File: src/rtl/fp_pkg.sv
// rtl/fp_pkg.sv - shared constants, types and FSM encoding for the binary32 pack stage
package fp_pkg;

    localparam int BIAS       = 127;
    localparam int EXP_MAX    = 255;
    localparam int EXP_W_DEF  = 10;
    localparam int MANT_W_DEF = 28;

    localparam int MANT_CARRY  = 27;
    localparam int MANT_HIDDEN = 26;
    localparam int MANT_G      = 2;
    localparam int MANT_R      = 1;
    localparam int MANT_S      = 0;

    typedef struct packed {
        logic        sign;
        logic [7:0]  exp;
        logic [22:0] frac;
    } fp32_t;

    typedef enum logic [1:0] {
        IDLE,
        NORM,
        ROUND,
        OUT
    } pack_state_t;

endpackage

File: src/rtl/fp_round_rne.sv
// rtl/fp_round_rne.sv - combinational round-to-nearest-even and binary32 packing
module fp_round_rne
    import fp_pkg::*;
#(
    parameter int EW     = EXP_W_DEF + 1,
    parameter int MANT_W = MANT_W_DEF
) (
    input  logic                 sign,
    input  logic signed [EW-1:0] exp,
    input  logic [MANT_W-1:0]    mant,
    output logic [31:0]          data,
    output logic [2:0]           flags
);

    localparam logic signed [EW-1:0] EXP_LIM = EW'(EXP_MAX);

    logic                 g, r, s, lsb, up, hid_out, ovf, inexact, uf;
    logic [24:0]          sum;
    logic signed [EW-1:0] exp_rnd;
    fp32_t                res;
    logic                 unused_bits;

    assign unused_bits = mant[MANT_CARRY];

    always_comb begin
        g       = mant[MANT_G];
        r       = mant[MANT_R];
        s       = mant[MANT_S];
        lsb     = mant[MANT_G+1];
        up      = g & (r | s | lsb);
        sum     = {1'b0, mant[MANT_HIDDEN:MANT_G+1]} + {24'b0, up};
        // sum[24] means the round carried past the hidden bit
        exp_rnd = exp + {{(EW-1){1'b0}}, sum[24]};
        hid_out = sum[24] | sum[23];
        ovf     = (mant != '0) && hid_out && (exp_rnd >= EXP_LIM);

        res = '0;
        res.sign = sign;
        if (mant == '0) begin
            res.exp  = 8'h00;
            res.frac = 23'h0;
        end else if (ovf) begin
            res.exp  = 8'hFF;
            res.frac = 23'h0;
        end else begin
            res.exp  = hid_out ? exp_rnd[7:0] : 8'h00;
            res.frac = sum[22:0];
        end

        inexact = g | r | s | ovf;
        uf      = inexact & (res.exp == 8'h00);
        data    = res;
        flags   = {ovf, uf, inexact};
    end

endmodule

File: src/rtl/fp_pack.sv
// rtl/fp_pack.sv - normalize/round/pack stage; FP_PACK_FLAGS_EN enables out_flags
module fp_pack
    import fp_pkg::*;
#(
    parameter int EXP_W  = EXP_W_DEF,
    parameter int MANT_W = MANT_W_DEF
) (
    input  logic                    clk,
    input  logic                    rst_n,
    input  logic                    in_valid,
    output logic                    in_ready,
    input  logic                    in_sign,
    input  logic signed [EXP_W-1:0] in_exp,
    input  logic [MANT_W-1:0]       in_mant,
    output logic                    out_valid,
    input  logic                    out_ready,
    output logic [31:0]             out_data,
    output logic [2:0]              out_flags
);

    // One extra bit so a carry shift at the top of the input range cannot wrap
    localparam int EW = EXP_W + 1;
    localparam logic signed [EXP_W-1:0] EXP_CLAMP = -25;
    localparam logic signed [EW-1:0]    E_ONE     = 1;

    pack_state_t          state;
    logic                 sign_r;
    logic signed [EW-1:0] exp_r;
    logic [MANT_W-1:0]    mant_r;
    logic [31:0]          rnd_data;
    logic [2:0]           rnd_flags;

    fp_round_rne #(
        .EW     (EW),
        .MANT_W (MANT_W)
    ) u_round (
        .sign  (sign_r),
        .exp   (exp_r),
        .mant  (mant_r),
        .data  (rnd_data),
        .flags (rnd_flags)
    );

    always_ff @(posedge clk or negedge rst_n) begin
        if (!rst_n) begin
            state     <= IDLE;
            in_ready  <= 1'b1;
            out_valid <= 1'b0;
            out_data  <= 32'h0;
            sign_r    <= 1'b0;
            exp_r     <= '0;
            mant_r    <= '0;
        end else begin
            case (state)
                IDLE: begin
                    if (in_valid) begin
                        sign_r   <= in_sign;
                        in_ready <= 1'b0;
                        state    <= NORM;
                        // Far-below-range operands collapse to a sticky bit at exp 1
                        if (in_exp < EXP_CLAMP) begin
                            exp_r  <= E_ONE;
                            mant_r <= {{(MANT_W-1){1'b0}}, |in_mant};
                        end else begin
                            exp_r  <= {in_exp[EXP_W-1], in_exp};
                            mant_r <= in_mant;
                        end
                    end
                end
                NORM: begin
                    if (mant_r == '0) begin
                        state <= ROUND;
                    end else if (mant_r[MANT_CARRY] || (exp_r < E_ONE)) begin
                        mant_r <= {1'b0, mant_r[MANT_W-1:2], mant_r[1] | mant_r[0]};
                        exp_r  <= exp_r + E_ONE;
                    end else if (!mant_r[MANT_HIDDEN] && (exp_r > E_ONE)) begin
                        mant_r <= {mant_r[MANT_W-2:0], 1'b0};
                        exp_r  <= exp_r - E_ONE;
                    end else begin
                        state <= ROUND;
                    end
                end
                ROUND: begin
                    out_data  <= rnd_data;
                    out_valid <= 1'b1;
                    state     <= OUT;
                end
                OUT: begin
                    if (out_ready) begin
                        out_valid <= 1'b0;
                        in_ready  <= 1'b1;
                        state     <= IDLE;
                    end
                end
                default: begin
                    state     <= IDLE;
                    in_ready  <= 1'b1;
                    out_valid <= 1'b0;
                end
            endcase
        end
    end

`ifdef FP_PACK_FLAGS_EN
    always_ff @(posedge clk or negedge rst_n) begin
        if (!rst_n) begin
            out_flags <= 3'b0;
        end else if (state == ROUND) begin
            out_flags <= rnd_flags;
        end
    end
`else
    logic unused_flags;
    assign unused_flags = ^rnd_flags;
    assign out_flags    = 3'b0;
`endif

endmodule

File: config.mk
export PLATFORM = sky130hd
export DESIGN_NAME = fp_pack
export DESIGN_NICKNAME = d
export VERILOG_FILES = /design/src/rtl/fp_pkg.sv /design/src/rtl/fp_round_rne.sv /design/src/rtl/fp_pack.sv
export SDC_FILE = /design/constraint.sdc
export NUM_CORES = 1
export LEC_CHECK = 0
export CORE_MARGIN = 4
export CORE_UTILIZATION = 55
export DETAILED_ROUTE_END_ITERATION = 16
export PLACE_DENSITY = 0.82
export SLEW_MARGIN = 20
export SYNTH_ARGS = -nofsm -noshare
export SYNTH_HDL_FRONTEND = slang
export SYNTH_SLANG_ARGS = --single-unit
File: constraint.sdc
create_clock -name clk -period 5.1 [get_ports clk]
set_input_delay 1.02 -clock clk [delete_from_list [all_inputs] [get_ports clk]]
set_output_delay 1.02 -clock clk [all_outputs]
set_load 0.005 [all_outputs]
Yosys cells after proc, flatten, opt, wreduce, memory -nomap -nowiden
Index checks and enable logic that the tools add are counted.
{"block": "word_totals", "regBits": 76, "input_bits": 43, "out_inout_bits": 37, "elab_cells": 71}
{"block": "classes", "n_addsub": 4, "order_cmp": 4, "eq_ne": 9, "n_mux": 26, "bitwise": 4, "reduce_logical": 17}
{"cell": "28-bit two-way mux", "count": 5}
{"cell": "31-bit two-way mux", "count": 2}
{"cell": "28-bit one-hot mux with 2 select lines", "count": 1}
{"cell": "11-bit two-way mux", "count": 5}
{"cell": "28-bit zero test", "count": 1}
{"cell": "28-bit nonzero test", "count": 1}
{"cell": "28-bit OR reduction", "count": 1}
{"cell": "24-bit by 1-bit adder with 25-bit output", "count": 1}
{"cell": "11-bit one-hot mux with 2 select lines", "count": 1}
{"cell": "11-bit by 1-bit adder with 11-bit output", "count": 1}
{"cell": "11-bit by 2-bit adder with 11-bit output, second input constant", "count": 1}
{"cell": "11-bit by 9-bit greater-or-equal comparator with 1-bit output, second input constant", "count": 1}
{"cell": "11-bit by 2-bit greater-than comparator with 1-bit output, second input constant", "count": 1}
{"cell": "11-bit by 2-bit < comparator with 1-bit output, second input constant", "count": 1}
{"cell": "11-bit by 2-bit subtractor with 11-bit output, second input constant", "count": 1}
{"cell": "10-bit by 6-bit < comparator with 1-bit output, second input constant", "count": 1}
{"cell": "2-bit two-way mux", "count": 5}
{"cell": "3-bit != test, second input constant", "count": 3}
{"cell": "8-bit two-way mux", "count": 1}
{"cell": "2-bit one-hot mux with 4 select lines", "count": 1}
{"cell": "4-bit AND reduction", "count": 2}
{"cell": "2-bit != test, second input constant", "count": 3}
{"cell": "2-bit nonzero test", "count": 3}
{"cell": "2-bit equality test, second input constant", "count": 2}
{"cell": "other kinds (11)", "count": 19}

Longest topological paths before layout
{"block": "depth", "depth_word": 9, "ltp_mapped": 14, "ltp_nobuf": 13}

Hierarchy
A second synthesis with hierarchy kept.
{"block": "hier_totals", "hier_cells": 582, "area_unflattened_um2": 5605.4}
{"mod": "fp_pack", "n_inst": 1, "cells_per_inst": 403, "area_each_um2": 4324.1, "seq_area_each_um2": 1903.1}
{"mod": "fp_round_rne", "n_inst": 1, "cells_per_inst": 179, "area_each_um2": 1281.2, "seq_area_each_um2": 0.0}

Worst setup path after synthesis
OpenSTA, ideal clock, no wires.
{"block": "synth_timing", "path_type": "reg-to-reg", "startpoint": "reg mant_r[12]", "endpoint": "reg out_data[10]", "setup_time_ns": 0.122, "arrival_time_ns": 3.120, "required_ns": 4.978, "path_slack_ns": 1.858, "stages_incl_launch_ff": 15, "n_path_buf": 2, "period_less_slack_ns": 3.242, "cell_sequence": "dfrtp_1 buf_2 nand4_4 or4_1 nor2_1 and4_1 ha_1 ha_1 nand3_1 xor2_1 a211oi_1 nand4_2 a21boi_4 buf_6 o2bb2ai_1"}
{"block": "synth_via", "elab_chain_len": 6, "word_cells_on_any_way": 10, "classes_between": "2 x add/sub; 1 x order compare; 2 x mux; 1 x bitwise; 4 x reduce/logical"}
{"element": "start: declaration", "line_no": "fp_pack.sv:29", "source": "logic [MANT_W-1:0] mant_r;"}
{"element": "start signal: assignment", "line_no": "fp_pack.sv:63", "source": "mant_r <= {{(MANT_W-1){1'b0}}, |in_mant};"}
{"element": "start signal: assignment", "line_no": "fp_pack.sv:66", "source": "mant_r <= in_mant;"}
{"element": "start signal: assignment", "line_no": "fp_pack.sv:74", "source": "mant_r <= {1'b0, mant_r[MANT_W-1:2], mant_r[1] | mant_r[0]};"}
{"element": "24-bit by 1-bit adder with 25-bit output", "line_no": "fp_round_rne.sv:31", "source": "sum = {1'b0, mant[MANT_HIDDEN:MANT_G+1]} + {24'b0, up};"}
{"element": "11-bit by 1-bit adder with 11-bit output or 1-bit bitwise OR (tied branches)", "line_no": "fp_round_rne.sv:33, fp_round_rne.sv:34"}
{"element": "11-bit by 9-bit greater-or-equal comparator with 1-bit output or 1-bit logical AND (tied branches)", "line_no": "fp_round_rne.sv:35", "source": "ovf = (mant != '0) && hid_out && (exp_rnd >= EXP_LIM);"}
{"element": "1-bit logical AND", "line_no": "fp_round_rne.sv:35"}
{"element": "31-bit two-way mux", "line_no": "fp_round_rne.sv:42", "source": "end else if (ovf) begin"}
{"element": "31-bit two-way mux (*)", "line_no": "fp_round_rne.sv:39", "source": "if (mant == '0) begin"}
{"element": "end signal: assignment", "line_no": "fp_pack.sv:84", "source": "out_data <= rnd_data;"}
{"element": "end: declaration", "line_no": "fp_pack.sv:17", "source": "output logic [31:0] out_data,"}
Mark *: on every way between the ends. The rest lies on a longest branch, timed or not.
A chain may end at the register's enable or synchronous reset.

Final worst setup path
{"block": "layout_timing", "startpoint": "reg mant_r[8]", "endpoint": "reg out_data[8]"}
Same word-level chain as after synthesis.

==> results.py <==
metrics = {
    "route": {
        "drt-pass1-iter-count": 5,
        "via_per_inst": 6.311,
        "drtAntennaViolNets": 0,
        "via_count": 4651,
        "routed_wl_um": 13310,
        "avgRoutedWirePerCell_um": 18.06,
        "drtIter0Drc": 482,
        "post-route-drc-count": 0,
    },
    "timing": {
        "holdWs_ns": 0.4913,
        "maxSlewHeadroom_pct": 35.68,
        "finalSetupViolations": 0,
        "skew_ns": 0.01150,
        "fmaxAchievable_mhz": 255.2,
        "finalHoldViolations": 0,
        "rsz0062_at_grt": "false",
        "slew_violations": 0,
        "fin_crit_ns": 3.918,
        "fin_setup_tns_ns": 0,
        "tightestPinTransition_ns": 0.9648,
        "finalCritPeriodShare_pct": 76.82,
    },
    "grt": {
        "grt_use_total_pct": 24.17,
        "grt-ovfl-total": 0,
        "grt_pass1_wl_um": 21960,
        "antenna_found_initial": 0,
        "grt_pass1_vias": 4336,
        "grt_max_degree": 77,
    },
    "worst_setup_path": {
        "path_cells": "nand4_2 -> or4_1 -> nor2_1 -> and4_1 -> ha_1 -> ha_1 -> nand3_1 -> xor2_1 -> a211oi_1 -> nand4_2 -> a21boi_4 -> o2bb2ai_1",
        "crit_path_end": "out_data[8]",
        "crit_fanout": 23,
        "worstSetupStartpointType": "flop",
        "r2r-start": "mant_r[8]",
        "path_buf_inv": 0,
        "timing.rr.end": "out_data[8]",
        "cp_num_cells": 12,
        "critPathMaxStageDelay_ns": 0.54,
        "slowest_stage": "dfrtp_1",
        "reg2reg_slack_ns": 1.18,
        "crit_required_ns": 5.32,
        "path_class": "reg -> reg",
        "r2r_cells": 12,
        "critical_path.top_delay_family": "simple AND/OR/NAND/NOR gates",
        "crit_start": "mant_r[8]",
        "critPathCaptureType": "flop",
        "worstPathArrival_ns": 4.13,
    },
    "clocking": {
        "clock_path_buffers": 2,
        "cts_buffers": 9,
        "cts.clk_slew.worst_paths_ns": 0.09,
        "cts_sinks": 76,
        "h-tree-depth": 3,
        "clock_latency_ns": 0.35,
        "postCtsResizedCells": 0,
        "cts_root_buffer": "clkbuf_8",
        "cts_tree": "done",
        "cts.hold.buffers_added": 0,
        "post-cts-setup-buffer-count": 0,
    },
    "finish": {
        "area.growth.synth_to_final_pct": 18.01,
        "stdcell_count": 737,
        "fillers": 703,
        "design_area_um2": 6050,
        "regArea_um2": 1903,
        "diodes": 0,
        "multi_input_area_um2": 2947,
        "final_layout_size_suffix_gt1_share_pct": 9.062,
        "nets": 679,
    },
    "synthesis": {
        "avgSynthCellArea_um2": 8.823,
        "syn_area_um2": 5126,
        "synth_warnings": 0,
        "synthArstFlopShare_pct": 100.0,
        "yosysMostFrequentCell": "dfrtp_1",
        "syn_inst": 581,
        "synth_cell_type_count": 67,
        "synth_flop_cell": "dfrtp_1",
        "ys_seq_area_share_pct": 37.12,
        "yosysTopAreaCellShare_pct": 36.61,
        "ys_ff_latch": 76,
        "synth_area_leaders": "dfrtp_1 (37%), a21oi_1 (5.4%), nor2_1 (4.7%)",
        "synth_commonest_cells": "dfrtp_1 (75), nor2_1 (64), a21oi_1 (55)",
        "synth_top_area_cell": "dfrtp_1",
        "synth_edf_count": 0,
    },
    "power": {
        "ir_worst_vdd_v": 0.0004291,
        "seq_power_share_pct": 34.8,
        "p_sw_mw": 1.841,
        "p_clk_share_pct": 12.8,
        "static-leakage-power_nw": 2.340,
        "powerDensity_nw_per_um2": 662.1,
        "p_sw_share_pct": 45.98,
        "p_int_mw": 2.164,
        "combPwrFrac_pct": 52.4,
    },
    "floorplanning": {
        "dieArea_um2": 10930,
        "ios": 80,
        "die_h_um": 104.5,
        "rows": 34,
        "die_w_um": 104.5,
        "initial_utilization_pct": 57.66,
        "core_region_area_um2": 8891,
    },
    "placement": {
        "place.port_buffers": 76,
        "gp_congestion": 0.9224,
        "dpl.hpwl_um": 9583,
        "placed_cells": 721,
        "place_area_um2": 5833,
    },
    "run_status": {
        "status": "completed",
    },
    "job": {
        "drv_cap": 0,
    },
    "worst_hold_path": {
        "hold_class": "reg -> reg",
    },
}
[how the worst min path moves through the flow]
stage	start	to	slack, ns	cells after the start
2_1_floorplan	sign_r	out_data[31]	0.47	1
3_3_place_gp	out_data[0]	out_data[0]	0.47	1
3_5_place_dp	out_data[14]	out_data[14]	0.47	1
4_1_cts	out_data[14]	out_data[14]	0.49	1
5_1_grt	out_data[9]	out_data[9]	0.51	1
6_report	out_data[9]	out_data[9]	0.49	1
[flip-flops by register name, indices dropped and copies added, names as in the netlist]
register   count
in_ready       1
state          2
sign_r         1
out_data      32
exp_r         11
out_valid      1
mant_r        28
[power by group through the flow]
| stage | clock, mW | combinational (mW) | sequential [mW] |
|---|---|---|---|
| finish | 0.514 | 2.10 | 1.39 |
| global route | 0.545 | 2.33 | 1.45 |
| CTS | 0.518 | 2.10 | 1.38 |
| detailed placement | 0 | 2.09 | 1.39 |
| global placement | 0 | 2.02 | 1.37 |
| floorplan | 0 | 1.71 | 1.12 |
[layout by cell type (no fill, tap or decap), types with 3 or more instances in the layout]
| master | n |
|---|---|
| o21a_1 | 3 |
| o2bb2ai_1 | 24 |
| or3_1 | 5 |
| and3_1 | 3 |
| xnor2_1 | 19 |
| dfrtp_1 | 75 |
| inv_1 | 13 |
| mux2i_1 | 16 |
| nand2_1 | 53 |
| o21ai_0 | 20 |
| mux2_2 | 15 |
| a22oi_1 | 17 |
| a31oi_1 | 3 |
| a21oi_1 | 55 |
| nand3_1 | 21 |
| xor2_1 | 9 |
| a32oi_1 | 7 |
| nor3_1 | 8 |
| conb_1 | 3 |
| nor4b_1 | 3 |
| and2_1 | 3 |
| buf_4 | 6 |
| ha_1 | 12 |
| clkbuf_8 | 9 |
| nor4_1 | 18 |
| clkdlybuf4s50_1 | 75 |
| nand2b_1 | 3 |
| o22ai_1 | 3 |
| nand4_1 | 9 |
| nor2_1 | 63 |
[layout make-up]
type / count / area share [%]
repair buffers: 81 / 13.15
multi-input cells: 442 / 48.71
well taps: 108 / 2.234
clock buffers: 10 / 2.110
inverters: 14 / 0.8687
clock inverters: 6 / 1.468
flip-flops and latches: 76 / 31.46
[stage by stage]
stage / worst slack [ns] / power (mW) / util [%]
after detailed placement: 1.149 / 3.475 / 65.61
after global routing: 0.8856 / 4.321 / 68.04
after floorplan: 1.858 / 2.836 / -
after CTS: 1.162 / 3.991 / 68.04
final: 1.182 / 4.005 / 68.04
after global placement: 1.389 / 3.390 / 65.61
[cell families (layout without fill, tap and decap cells)]
logic type	after synthesis	in the layout	synth area share (%)
buffers and inverters	65	111	6.078
DFF	76	76	37.12
xor gates and xnor gates	28	28	4.784
adders and majority gates	12	12	2.929
AOI/OAI and AO/OA	156	156	20.94
and+or+nand+nor	211	211	21.36
muxes	32	32	6.712
other	1	3	0.07315
[routing by layer]
metal / global-route usage [%] / share of wire (%) / vias up
li1: - / - / 2195
met1: 35.05 / 46 / 2238
met2: 37.59 / 45 / 195
met3: 3.268 / 6.6 / 23
met4: 7.787 / 1.7 / 0
met5: 0 / 0 / -
Note: power is estimated with default switching activity, not from simulation.
